$ cat src/rtl/seg_pkg.sv
// Shared types and constants for the BCD counter / multiplexed seven-segment display path.
package seg_pkg;

    localparam int unsigned BCD_W = 4;
    localparam int unsigned SEG_W = 8;

    typedef logic [BCD_W-1:0] bcd_t;

    typedef enum logic {
        BLANK = 1'b0,
        SHOW  = 1'b1
    } scan_state_t;

    // Active-low segments, bit7 = dp (kept off)
    localparam logic [SEG_W-1:0] SEG_BLANK = 8'hFF;
    localparam logic [SEG_W-1:0] SEG_0     = 8'hC0;
    localparam logic [SEG_W-1:0] SEG_1     = 8'hF9;
    localparam logic [SEG_W-1:0] SEG_2     = 8'hA4;
    localparam logic [SEG_W-1:0] SEG_3     = 8'hB0;
    localparam logic [SEG_W-1:0] SEG_4     = 8'h99;
    localparam logic [SEG_W-1:0] SEG_5     = 8'h92;
    localparam logic [SEG_W-1:0] SEG_6     = 8'h82;
    localparam logic [SEG_W-1:0] SEG_7     = 8'hF8;
    localparam logic [SEG_W-1:0] SEG_8     = 8'h80;
    localparam logic [SEG_W-1:0] SEG_9     = 8'h90;

endpackage

$ cat src/rtl/seg7_decode.sv
// Combinational BCD digit to active-low seven-segment code; non-BCD input blanks.
module seg7_decode
    import seg_pkg::*;
(
    input  bcd_t             digit,
    output logic [SEG_W-1:0] seg_c
);

    always_comb begin
        seg_c = SEG_BLANK;
        case (digit)
            4'd0:    seg_c = SEG_0;
            4'd1:    seg_c = SEG_1;
            4'd2:    seg_c = SEG_2;
            4'd3:    seg_c = SEG_3;
            4'd4:    seg_c = SEG_4;
            4'd5:    seg_c = SEG_5;
            4'd6:    seg_c = SEG_6;
            4'd7:    seg_c = SEG_7;
            4'd8:    seg_c = SEG_8;
            4'd9:    seg_c = SEG_9;
            default: seg_c = SEG_BLANK;
        endcase
    end

endmodule

$ cat src/rtl/bcd_scan_ctrl.sv
// Cascaded BCD counter with tick divider and blank-then-show multiplexed 7-seg scan.
// Optional macro LEADING_ZERO_BLANK_EN blanks leading zero digits (digit 0 always shown).
module bcd_scan_ctrl
    import seg_pkg::*;
#(
    parameter int unsigned NUM_DIGITS = 4,
    parameter int unsigned TICK_DIV   = 50000,
    parameter int unsigned SCAN_DIV   = 1000
) (
    input  logic                        clk,
    input  logic                        rst_syn,
    input  logic                        run,
    input  logic                        clr,
    input  logic                        load,
    input  logic [BCD_W*NUM_DIGITS-1:0] load_val,
    output logic [BCD_W*NUM_DIGITS-1:0] count_out,
    output logic                        carry_out,
    output logic [SEG_W-1:0]            seg_out,
    output logic [NUM_DIGITS-1:0]       dig_sel
);

    localparam int unsigned CNT_W  = BCD_W * NUM_DIGITS;
    localparam int unsigned TICK_W = (TICK_DIV > 1) ? $clog2(TICK_DIV) : 1;
    localparam int unsigned SCAN_W = (SCAN_DIV > 1) ? $clog2(SCAN_DIV) : 1;
    localparam int unsigned IDX_W  = (NUM_DIGITS > 1) ? $clog2(NUM_DIGITS) : 1;

    logic [TICK_W-1:0] tick_cnt;
    logic              tick_c;
    logic [CNT_W-1:0]  count_inc;
    logic [CNT_W-1:0]  load_sane;
    logic              all_nines;
    logic              inc_carry;
    bcd_t              inc_digit;
    bcd_t              load_nib;

    scan_state_t       state, state_nx;
    logic [IDX_W-1:0]  idx, idx_nx;
    logic [SCAN_W-1:0] scan_cnt, scan_nx;
    logic [NUM_DIGITS-1:0] dig_sel_nx;
    logic [SEG_W-1:0]  seg_nx;
    logic [SEG_W-1:0]  dec_seg_c;
    bcd_t              show_digit;

    assign tick_c = run && (tick_cnt == TICK_W'(TICK_DIV - 1));

    // Decimal ripple increment and load sanitising (nibbles above 9 load as 0)
    always_comb begin
        count_inc = count_out;
        inc_carry = 1'b1;
        all_nines = 1'b1;
        inc_digit = '0;
        for (int i = 0; i < int'(NUM_DIGITS); i++) begin
            inc_digit = count_out[BCD_W*i +: BCD_W];
            if (inc_digit != 4'd9) all_nines = 1'b0;
            if (inc_carry) begin
                if (inc_digit == 4'd9) begin
                    count_inc[BCD_W*i +: BCD_W] = '0;
                end else begin
                    count_inc[BCD_W*i +: BCD_W] = inc_digit + 4'd1;
                    inc_carry = 1'b0;
                end
            end
        end
    end

    always_comb begin
        load_sane = '0;
        load_nib  = '0;
        for (int i = 0; i < int'(NUM_DIGITS); i++) begin
            load_nib = load_val[BCD_W*i +: BCD_W];
            load_sane[BCD_W*i +: BCD_W] = (load_nib > 4'd9) ? 4'd0 : load_nib;
        end
    end

    // Tick divider and count register: clr > load > tick
    always_ff @(posedge clk or negedge rst_syn) begin
        if (!rst_syn) begin
            tick_cnt  <= '0;
            count_out <= '0;
            carry_out <= 1'b0;
        end else begin
            if (clr)
                tick_cnt <= '0;
            else if (run)
                tick_cnt <= tick_c ? '0 : tick_cnt + TICK_W'(1);

            carry_out <= 1'b0;
            if (clr) begin
                count_out <= '0;
            end else if (load) begin
                count_out <= load_sane;
            end else if (tick_c) begin
                count_out <= count_inc;
                carry_out <= all_nines;
            end
        end
    end

    // Scan FSM state register; outputs are registered from the next state so they align with it
    always_ff @(posedge clk or negedge rst_syn) begin
        if (!rst_syn) begin
            state    <= BLANK;
            idx      <= '0;
            scan_cnt <= '0;
            dig_sel  <= '1;
            seg_out  <= SEG_BLANK;
        end else begin
            state    <= state_nx;
            idx      <= idx_nx;
            scan_cnt <= scan_nx;
            dig_sel  <= dig_sel_nx;
            seg_out  <= seg_nx;
        end
    end

    always_comb begin
        state_nx = state;
        idx_nx   = idx;
        scan_nx  = scan_cnt;
        case (state)
            BLANK: begin
                state_nx = SHOW;
                scan_nx  = '0;
            end
            SHOW: begin
                if (scan_cnt == SCAN_W'(SCAN_DIV - 1)) begin
                    state_nx = BLANK;
                    idx_nx   = (idx == IDX_W'(NUM_DIGITS - 1)) ? '0 : idx + IDX_W'(1);
                end else begin
                    scan_nx = scan_cnt + SCAN_W'(1);
                end
            end
            default: state_nx = BLANK;
        endcase
    end

    assign show_digit = count_out[BCD_W*idx_nx +: BCD_W];

    seg7_decode u_dec (
        .digit (show_digit),
        .seg_c (dec_seg_c)
    );

`ifdef LEADING_ZERO_BLANK_EN
    logic [NUM_DIGITS-1:0] hi_zero;
    logic                  zero_run;

    // hi_zero[i]: digit i and every digit above it are zero
    always_comb begin
        hi_zero  = '0;
        zero_run = 1'b1;
        for (int i = int'(NUM_DIGITS) - 1; i >= 0; i--) begin
            if (count_out[BCD_W*i +: BCD_W] != 4'd0) zero_run = 1'b0;
            hi_zero[i] = zero_run;
        end
    end
`endif

    always_comb begin
        dig_sel_nx = '1;
        seg_nx     = SEG_BLANK;
        if (state_nx == SHOW) begin
            dig_sel_nx[idx_nx] = 1'b0;
`ifdef LEADING_ZERO_BLANK_EN
            seg_nx = (idx_nx != '0 && hi_zero[idx_nx]) ? SEG_BLANK : dec_seg_c;
`else
            seg_nx = dec_seg_c;
`endif
        end
    end

endmodule

$ cat config.mk
export PLATFORM = sky130hd
export DESIGN_NAME = bcd_scan_ctrl
export DESIGN_NICKNAME = d
export VERILOG_FILES = /design/src/rtl/seg_pkg.sv /design/src/rtl/seg7_decode.sv /design/src/rtl/bcd_scan_ctrl.sv
export SDC_FILE = /design/constraint.sdc
export NUM_CORES = 1
export LEC_CHECK = 0
export ABC_AREA = 1
export BUFFER_PORTS_ARGS = -buffer_cell sky130_fd_sc_hd__buf_2
export CAP_MARGIN = 20
export CORE_ASPECT_RATIO = 1.1
export CORE_UTILIZATION = 61
export DETAILED_ROUTE_END_ITERATION = 16
export PLACE_DENSITY = 0.93
export RECOVER_POWER = 100
export SYNTH_ARGS = -nofsm -noshare
export SYNTH_HDL_FRONTEND = slang
export SYNTH_SLANG_ARGS = --single-unit
$ cat constraint.sdc
create_clock -name clk -period 3.7 [get_ports clk]
set_clock_uncertainty 0.2 [all_clocks]
set_input_delay 0.185 -clock clk [delete_from_list [all_inputs] [get_ports clk]]
set_output_delay 0.185 -clock clk [all_outputs]
set_load 0.02 [all_outputs]
Word-level counts from Yosys, hierarchy flattened --
Memories as Yosys holds them, arrays and structs flattened. Index checks and enable logic that the tools add are counted.
Storage, ports and cells: output and inout bits 29, bits in latches 0, input port bits 21, bits in read-only memories 112, RAM bits 0, bits in registers 58, memories kept 1
Cells by class: add/sub/neg operators 7, eq/ne operators 12, $mul 0, mux-type cells 40, shift operators 1, div/mod/pow operators 0, reduce and logical (&&, ||, !) cells 10, bitwise gates (word level) 2, $lt $le $gt $ge 6
Memory list:
- (no name shown) | words 16, bits a word 7, rd ports 1, clocked after memory_dff 0, write ports 0, line seg7_decode.sv:11 | case (digit)
Operator list (count):
- 16-bit 2-to-1 mux | 6
- 4-bit 2-to-1 mux | 12
- 10-bit case mux with 2 select lines | 1
- 16-bit by 1-bit adder with 16-bit output, second input constant | 1
- 4-bit by 1-bit adder with 4-bit output, second input constant | 4
- 16-bit == test, second input constant | 1
- 4-bit == test, second input constant | 4
- 4-bit > comparator, second input constant | 4
- 4-bit inequality test, second input constant | 4
- 16-bit by 5-bit indexed part select with 4-bit output | 1
- 1-bit 2-to-1 mux | 14
- 3-bit nonzero test | 4
- 10-bit by 1-bit adder with 10-bit output, second input constant | 1
- 10-bit == test, second input constant | 1
- 10-bit 2-to-1 mux | 1
- 8-bit 2-to-1 mux | 1
- 2-bit 2-to-1 mux | 3
- 2-bit AND reduction | 3
- 4-bit inverter | 1
- 2-bit by 3-bit < comparator with 1-bit output, second input constant | 1
- 2-bit by 1-bit adder with 2-bit output, second input constant | 1
- 1-bit demux with 2-bit select | 1
- 2-bit == test, second input constant | 1
- 2-bit by 1-bit greater-or-equal comparator with 1-bit output, second input constant | 1
- other kinds (5) | 6

Logic depth before layout (Yosys ltp) --
Gate-level depths: netlist (run 1).
word-level depth 10, gate-level depth with buffers 16, mapped depth without buffers 16

Modules after synthesis --
From an unflattened synthesis (run 1), not the netlist that was laid out.
Unflattened totals: cell total of the unflattened synthesis 504, area, all modules 3811.2 um^2
By module, submodules not included:
- bcd_scan_ctrl | area an instance 3612.2 um^2, cells an instance 467, instances 1
- seg7_decode | area an instance 198.9 um^2, cells an instance 37, instances 1

Worst setup path after synthesis (run 1) --
No wires, ideal clock.
path type flip-flop to flip-flop, start register scan_cnt[0], end register seg_out[3], arrival time 1.952 ns, required time 3.440 ns, setup time 0.060 ns, stages on the path, launching flop included 17, setup slack 1.487 ns, buffers on the path 1, path through dfrtp_1 -> ha_1 -> nand3_4 -> clkinv_2 -> nand4_4 -> nand2_4 -> buf_6 -> nand3_1 -> nand3_1 -> nand2_2 -> inv_1 -> ha_1 -> inv_1 -> nand2_1 -> nand2_1 -> nand2_1 -> nand2_1
Between the ends: elaborated cells on any way between the ends 8, classes of those cells 1 x eq/ne; 1 x shift; 5 x mux; 1 x memory
RTL lines:
- from (decl) | line bcd_scan_ctrl.sv:38 | logic [SCAN_W-1:0] scan_cnt, scan_nx;
- from (signal assigned) | line bcd_scan_ctrl.sv:110 | scan_cnt <= scan_nx;
- 10-bit == test | line bcd_scan_ctrl.sv:126 | if (scan_cnt == SCAN_W'(SCAN_DIV - 1)) begin
- 1-bit 2-to-1 mux | line bcd_scan_ctrl.sv:126
- 1-bit case mux with 2 select lines | line bcd_scan_ctrl.sv:120 | case (state)
- named net state_nx | line bcd_scan_ctrl.sv:36 | scan_state_t state, state_nx;
- 8-bit 2-to-1 mux | line bcd_scan_ctrl.sv:162 | if (state_nx == SHOW) begin
- named net seg_nx[3] | line bcd_scan_ctrl.sv:40 | logic [SEG_W-1:0] seg_nx;
- to (signal assigned) | line bcd_scan_ctrl.sv:112 | seg_out <= seg_nx;
- to (decl) | line bcd_scan_ctrl.sv:18 | output logic [SEG_W-1:0] seg_out,
The timed path passes the listed nets, and every way through them passes these cells. A chain may end at the register's enable or synchronous reset.

Worst setup path in the final report (run 1) --
start register scan_cnt[1], end register seg_out[3]
Same word-level chain as after synthesis.

==> qor.yml, run 1 <==
outcome:
  run_status: "finished with violations"
  violations: "max-capacitance violations, max-slew violations"
clock_network:
  h_tree_levels: 3
  cts.clk_slew.worst_paths_ns: 0.06
  clockRootBuffer: "sky130_fd_sc_hd__clkbuf_8"
  worstSkewPairLatency_ns: 0.34
  tritoncts: "yes"
  numCtsBuffers: 9
  cts_sinks: 57
  cts_hold_buffers: 3
  cts.repair.resized: 0
  postCtsSetupBuffers: 0
  cts_buffer_depth: 2
setup_path:
  setup.worst_path.class: "register to register"
  timing.critical_path.cells: "ha_1, nand3_1, clkinv_2, nand4_1, nand2_1, nand2_4, nand2_1, nand3_1, nand2_2, inv_1, ha_1, inv_1, nand2_1, nand2_1, nand2_1, nand2_1"
  critPathSlowestCell: "sky130_fd_sc_hd__nand2_1"
  start_kind: "register"
  crit_path_frequent_cell: "sky130_fd_sc_hd__nand2_1"
  worstPathBufferInverterCount: 3
  worstPathMaxFanout: 14
  critPathTopFamily: "simple AND/OR/NAND/NOR gates"
  worstSetupEndpointType: "register"
  critical_path_arrival_ns: 2.94
  cp_data_required_time_ns: 3.78
  cpPeakStageDelay_ns: 0.37
floorplan:
  floorplan.die.width_um: 74.5
  placementRows: 28
  initial_standard_cell_utilization_of_the_core_pct: 64.6
  floorplan.io_pins: 50
  core_area_um2: 5470
  fp.dieArea_um2: 6090
  die-height_um: 81.8
power:
  net-switching-power_mw: 0.470
  power.share.combinational_pct: 17.0
  p_leak_nw: 1.84
  seq_power_share_pct: 45.5
  sw_frac_of_total_pct: 29.8
  ir_drop_uv: 319
  internal_mw: 1.11
  clock_power_share_pct: 37.5
  power_density_relative_to_cell_area_nw_per_um2: 399
synthesis:
  post_synth_instance_area_um2: 3530
  largest_family_of_logic_cells_by_synthesized_area: "simple AND/OR/NAND/NOR gates"
  syn_area_per_cell_um2: 7.83
  synth.yosys.seq_area_share_pct: 40.8
  netlist_instances: 451
  synth_area_leaders: "sky130_fd_sc_hd__dfrtp_1, sky130_fd_sc_hd__nand2_1, sky130_fd_sc_hd__dfstp_2"
  post_synthesis_xor_xnor_area_fraction_pct: 1.24
  cell_type_with_the_highest_aggregate_area_in_the_netlist: "sky130_fd_sc_hd__dfrtp_1"
  synth_top_cell_area_share_pct: 32.6
  fraction_of_the_mapped_netlist_area_in_compound_gates_pct: 13.4
  synth.ff_latch_count: 57
  post_synth_num_cell_types: 47
  synthesis.nets: 484
  synth.area.mux_share_pct: 0
  synth_enable_flop_cells: 0
  yosys_most_used_dff: "sky130_fd_sc_hd__dfrtp_1"
  synth_simple_gate_area_share_pct: 31.2
  ys_warn_count: 0
  ffs_w_async_s_r_synth_pct: 100
  synth_adder_area_share_pct: 4.25
timing:
  finalHoldViolCount: 0
  relSlewSlack_pct: -33.5
  worstMarginPinSlew_ns: 2.00
  finalSetupViolations: 0
  maxClockFrequency_mhz: 350
  rsz0062_at_grt: "no"
  final_max_slew_viol_count: 38
  fin_crit_sh_pct: 77.1
  final.min_clock_period_ns: 2.85
  fin_tns_setup_ns: 0
global_routing:
  grt_max_degree: 38
  gr-usage-all-layers_pct: 29.8
  globalRouteOverflowTotal: 0
  antenna_found_initial: 0
  grt_pass1_wl_mm: 13.7
  number_of_global_route_vias_before_repair: 3071
route:
  via_count: 3339
  antenna_violating_nets_post_route: 0
  total_length_of_routed_wires_mm: 8.34
  drt-vias-per-instance: 5.69
  initialDrtViolationCount: 194
  routed_wire_per_std_cell_um: 14.2
  remaining_drc_errors: 0
  drt_pass1_iterations: 5
finish:
  post-route-cell-area_um2: 3950
  num-nets-final: 540
  area_growth_from_synthesis_to_layout_pct: 11.9
  layout-drive-gt1-share_pct: 14.1
  number_of_diodes: 0
min_path:
  hold_class: "input port to register"
placement:
  place.detailed.hpwl_mm: 5.93
  numPortBuffers: 48
  gp_congestion: 0.908
  area_post_placement_um2: 3820
job:
  drv.max_cap_violation_count: 1
==> registers in the layout, indices dropped and copies added, names as in the netlist <==
name	cells
dig_sel	4
count_out	16
idx	2
tick_cnt	16
scan_cnt	10
state	1
seg_out	7
carry_out	1
==> cells in the mapped netlist (2+ instances only) <==
cell type	instances
sky130_fd_sc_hd__and3_1	2
sky130_fd_sc_hd__inv_1	57
sky130_fd_sc_hd__or2_2	2
sky130_fd_sc_hd__o21ai_1	3
sky130_fd_sc_hd__clkinv_1	2
sky130_fd_sc_hd__nor3_1	19
sky130_fd_sc_hd__nand2_2	10
sky130_fd_sc_hd__a31oi_1	4
sky130_fd_sc_hd__dfstp_2	11
sky130_fd_sc_hd__a211oi_1	2
sky130_fd_sc_hd__ha_1	12
sky130_fd_sc_hd__dfrtp_1	46
sky130_fd_sc_hd__xor2_1	5
sky130_fd_sc_hd__a21oi_1	23
sky130_fd_sc_hd__nand2_1	81
sky130_fd_sc_hd__clkinv_4	2
sky130_fd_sc_hd__nand2_4	6
sky130_fd_sc_hd__o31ai_1	2
sky130_fd_sc_hd__a32oi_1	2
sky130_fd_sc_hd__clkbuf_1	3
sky130_fd_sc_hd__nor2_2	2
sky130_fd_sc_hd__nand4_4	2
sky130_fd_sc_hd__nand3_2	2
sky130_fd_sc_hd__o21ai_0	42
sky130_fd_sc_hd__nand3_1	39
sky130_fd_sc_hd__nor4_2	2
sky130_fd_sc_hd__inv_2	3
sky130_fd_sc_hd__nand4_1	9
sky130_fd_sc_hd__nor4_1	3
sky130_fd_sc_hd__nor2_1	36
==> routing by layer <==
layer | share of wire [%] | track usage [%] | vias to the layer above
met4 | 2.6 | 14.2 | 0
met3 | 5.8 | 5.64 | 25
li1 | - | - | 1620
met5 | 0 | 0 | -
met2 | 48 | 48.5 | 151
met1 | 43 | 38.1 | 1543
==> logic make-up after synthesis <==
family                     after synthesis
DFF                                     57
buffers and inverters                   73
adders and majority gates               12
AOI/OAI and AO/OA                       84
other                                    1
and+or+nand+nor                        219
xor gates and xnor gates                 5
==> power by group through the flow <==
stage	clock (mW)	combinational [mW]	sequential, mW
finish	0.591	0.268	0.718
global placement	0	0.263	0.724
detailed placement	0	0.270	0.726
floorplan	0	0.141	0.758
CTS	0.591	0.278	0.715
global route	0.620	0.303	0.724
==> path summary, 6_finish.rpt <==
check / start / to / slack, ns / depth (start not counted)
max: scan_cnt[1]$_DFFE_PN0P_ / seg_out[3]$_DFF_PN1_ / 0.85 / 16
min: load_val[1] / count_out[3]$_DFFE_PN0P_ / 0.02 / 4
max reg2reg: scan_cnt[1]$_DFFE_PN0P_ / seg_out[3]$_DFF_PN1_ / 0.85 / 16
min reg2reg: idx[1]$_DFF_PN0_ / dig_sel[3]$_DFF_PN1_ / 0.26 / 1
max in group asynchronous: rst_syn / tick_cnt[8]$_DFFE_PN0P_ / 1.23 / 3
min in group asynchronous: rst_syn / scan_cnt[5]$_DFFE_PN0P_ / 0.75 / 2
==> worst register-to-register path: stages (launching register included) <==
cell                       delay, ns
sky130_fd_sc_hd__dfrtp_1        0.36
sky130_fd_sc_hd__ha_1           0.17
sky130_fd_sc_hd__nand3_1        0.19
sky130_fd_sc_hd__clkinv_2       0.09
sky130_fd_sc_hd__nand4_1        0.20
sky130_fd_sc_hd__nand2_1        0.37
sky130_fd_sc_hd__nand2_4        0.19
sky130_fd_sc_hd__nand2_1        0.11
sky130_fd_sc_hd__nand3_1        0.08
sky130_fd_sc_hd__nand2_2        0.16
sky130_fd_sc_hd__inv_1          0.09
sky130_fd_sc_hd__ha_1           0.32
sky130_fd_sc_hd__inv_1          0.06
sky130_fd_sc_hd__nand2_1        0.05
sky130_fd_sc_hd__nand2_1        0.07
sky130_fd_sc_hd__nand2_1        0.05
sky130_fd_sc_hd__nand2_1        0.05
==> area by class of cell <==
type	count	area [um^2]
fillers	432	1520
multi-input cells	321	1720
inverters	65	255
clock inverters	3	40.0
flip-flops and latches	57	1440
well taps	75	93.8
repair buffers	53	241
clock buffers	13	159
==> placed cells by master, fill, tap and decap left out, drive strengths merged, types with 7 or more instances in the layout <==
cell type / n
nand3: 42
nand2: 97
nand4: 11
o21ai: 46
a21oi: 23
dfstp: 11
buf: 19
ha: 12
clkinv: 7
nor3: 19
inv: 60
nor2: 39
dfrtp: 46
clkbuf: 44
==> stage by stage <==
| stage | setup WS, ns | instances | hold WS (ns) | util, % | power (mW) |
|---|---|---|---|---|---|
| 3_5_place_dp | 1.29 | 568 | 0.121 | 69.9 | 0.996 |
| 2_1_floorplan | 1.49 | 451 | -0.311 | - | 0.899 |
| 6_report | 0.846 | 587 | 0.0198 | 72.3 | 1.58 |
| 5_1_grt | 0.561 | 587 | 0.0505 | 72.3 | 1.65 |
| 4_1_cts | 1.22 | 587 | 0.0165 | 74.1 | 1.58 |
| 3_3_place_gp | 1.40 | 568 | 0.123 | 69.9 | 0.987 |
No activity file was read; power rests on OpenSTA's default activity.
==> run 2: changes to the inputs <==
CORE_UTILIZATION = 52   (was 61)
PLACE_DENSITY = 0.85   (was 0.93)
clock period = 2.3 ns   (was 3.7 ns; I/O delays follow)
==> run 2 against run 1 <==
  * The run now ends clean
  * Clock power up 78%
  * Largest cell class unchanged
  * First-iteration DRC count up 8.8%
  * Worst hold slack better by 0.023 ns
  * Critical path type unchanged
  * Critical endpoint unchanged
==> qor.yml, run 2 (synthesis gave the netlist of run 1 again) <==
outcome:
  run_status: "complete, no violations"
global_routing:
  globalRouteOverflowTotal: 0  # unchanged
  grt_max_degree: 58  # +53%
  use_met3_pct: 6.60  # +0.95 points
  antenna_found_initial: 0  # unchanged
  number_of_global_route_vias_before_repair: 3287  # +7.0%
  grtUsageMet1_pct: 30.3  # -7.8 points
  gr-max-usage-layer: "met2"
  grt_pass1_wl_mm: 14.4  # +5.1%
  gr-usage-met2_pct: 46.9  # -1.6 points
  gr-usage-all-layers_pct: 26.5  # -3.4 points
timing:
  fin_crit_sh_pct: 98.5  # +21 points
  worstMarginPinSlew_ns: 1.38  # -0.618 ns
  maxClockFrequency_mhz: 441  # +26%
  hold_ws_ns: 0.0424  # +0.0227 ns
  finalHoldViolCount: 0  # unchanged
  finalSetupViolations: 0  # unchanged
  final.min_clock_period_ns: 2.27  # -0.589 ns
  relSlewSlack_pct: 7.73  # +41 points
  rsz0062_at_grt: "yes"
  final_max_slew_viol_count: 0  # -100%
  setup_ws_ns: 0.0349  # -0.811 ns
floorplan:
  core_area_um2: 6560  # +20%
  die-height_um: 88.4  # +8.1%
  placementRows: 31  # +11%
  fp.dieArea_um2: 7120  # +17%
  floorplan.die.width_um: 80.6  # +8.1%
  initial_standard_cell_utilization_of_the_core_pct: 53.8  # -11 points
  floorplan.io_pins: 50  # unchanged
min_path:
  hold_depth: 6  # +2
  hold_class: "input port to register"
setup_path:
  reg2reg_from: "scan_cnt[0]$_DFFE_PN0P_"
  crit_start: "scan_cnt[0]$_DFFE_PN0P_"
  worstSetupEndpointType: "register"
  critical_path_arrival_ns: 2.33  # -0.61 ns
  worstPathMaxFanout: 7  # -7
  worst_r2r_endpoint: "seg_out[3]$_DFF_PN1_"
  setup.worst_path.class: "register to register"
  start_kind: "register"
  regToRegSetupSlack_ns: 0.03  # -0.81 ns
  cp_data_required_time_ns: 2.37  # -1.41 ns
  endpoint: "seg_out[3]$_DFF_PN1_"
  rr_worst_depth: 14  # -2
route:
  routed_wire_per_std_cell_um: 14.6  # +2.4%
  via_count: 3501  # +4.9%
  drt-vias-per-instance: 5.60  # -1.5%
  antenna_violating_nets_post_route: 0  # unchanged
  drt_pass1_iterations: 5  # unchanged
  initialDrtViolationCount: 211  # +8.8%
  remaining_drc_errors: 0  # unchanged
  total_length_of_routed_wires_mm: 9.10  # +9.1%
finish:
  layout.core_utilization_pct: 66.8  # -5.4 points
  filler_cell_count: 540  # +25%
  finalNonFillerCells: 625  # +6.5%
  mostFrequentLayoutCells: "sky130_fd_sc_hd__nand2_1, sky130_fd_sc_hd__inv_1, sky130_fd_sc_hd__dfrtp_1"
  number_of_diodes: 0  # unchanged
  biggestRegsByFlops: "count_out x16, tick_cnt x16, scan_cnt x10"
  num-nets-final: 571  # +5.7%
  area_growth_from_synthesis_to_layout_pct: 24.1
  final_common_cell: "sky130_fd_sc_hd__nand2_1"
  layout-drive-gt1-share_pct: 21.7  # +7.7 points
power:
  p_leak_nw: 2.04  # +11%
  power_density_relative_to_cell_area_nw_per_um2: 612  # +53%
  ir_drop_uv: 415  # +30%
  power.total_mw: 2.68  # +70%
clock_network:
  cts_sinks: 57  # unchanged
  h_tree_levels: 3  # unchanged
  cts.clk_slew.worst_paths_ns: 0.07  # about the same
  cts_buffer_depth: 2  # unchanged
  numCtsBuffers: 9  # unchanged
  worstSkewPairLatency_ns: 0.34  # about the same
  clockRootBuffer: "sky130_fd_sc_hd__clkbuf_8"
  tritoncts: "yes"
job:
  drv.max_cap_violation_count: 0  # -1
placement:
  place.detailed.instances: 584  # +2.8%
  gp_congestion: 0.869  # -4.2%
  pre_cts_ws_ns: 0.0230  # -1.26 ns
  place.detailed.hpwl_mm: 6.16  # +3.9%
  numPortBuffers: 48  # unchanged
run 2: how the worst min path moves through the flow:
stage                            from                        end  slack, ns
after floorplan               rst_syn        carry_out$_DFF_PN0_      -0.38
after global placement        rst_syn    scan_cnt[6]$_DFFE_PN0P_       0.09
after detailed placement      rst_syn    scan_cnt[6]$_DFFE_PN0P_       0.10
after CTS                        load   count_out[5]$_DFFE_PN0P_       0.02
after global routing             load  count_out[12]$_DFFE_PN0P_       0.06
final                     load_val[7]   count_out[5]$_DFFE_PN0P_       0.04
run 2: timing repair:
| action | CTS | global route |
|---|---|---|
| gates resized for setup | 0 | 19 |
| hold buffers | 11 | 0 |
| setup endpoints to repair | 0 | 11 |
| setup buffers | 0 | 13 |
| endpoints found under the hold margin | 55 | 0 |
run 2: area by class of cell:
class / count / area [um^2] / area share, %
Clock buffer: 15 / 196 / 4.48
Clock inverter: 1 / 30.0 / 0.686
Inverter: 65 / 255 / 5.83
Multi-Input combinational cell: 322 / 1860 / 42.4
Sequential cell: 57 / 1440 / 32.9
Tap cell: 82 / 103 / 2.34
Timing Repair Buffer: 83 / 497 / 11.3
run 2: stage by stage:
stage / setup TNS (ns) / instance area, um^2
after global placement: 0 / 3890
after CTS: 0 / 4230
after global routing: -0.298 / 4380
after floorplan: 0 / 3530
after detailed placement: 0 / 3890
final: 0 / 4380
run 2: power breakdown:
group	switching [mW]	total [mW]	internal, mW
Clock	0.401	1.05	0.649
Combinational	0.314	0.483	0.169
Sequential	0.0617	1.15	1.08
Total	0.776	2.68	1.90
run 2: per-layer routing:
layer	up-vias	wire length, um
li1	1689	-
met1	1660	3770
met2	133	4620
met3	19	546
met4	0	159
met5	-	0
run 2: critical path: stages (launching register included):
cell and delay (ns):
sky130_fd_sc_hd__dfrtp_1 0.40, sky130_fd_sc_hd__ha_4 0.16, sky130_fd_sc_hd__nand3_4 0.10, sky130_fd_sc_hd__nor2_4 0.12, sky130_fd_sc_hd__nand4_1 0.21, sky130_fd_sc_hd__nand2_8 0.17
sky130_fd_sc_hd__clkinv_4 0.08, sky130_fd_sc_hd__nand3_1 0.13, sky130_fd_sc_hd__nand2_2 0.10, sky130_fd_sc_hd__ha_4 0.28, sky130_fd_sc_hd__inv_1 0.04, sky130_fd_sc_hd__nand2_1 0.06
sky130_fd_sc_hd__nand2_1 0.05, sky130_fd_sc_hd__nand2_1 0.05, sky130_fd_sc_hd__nand2_1 0.05
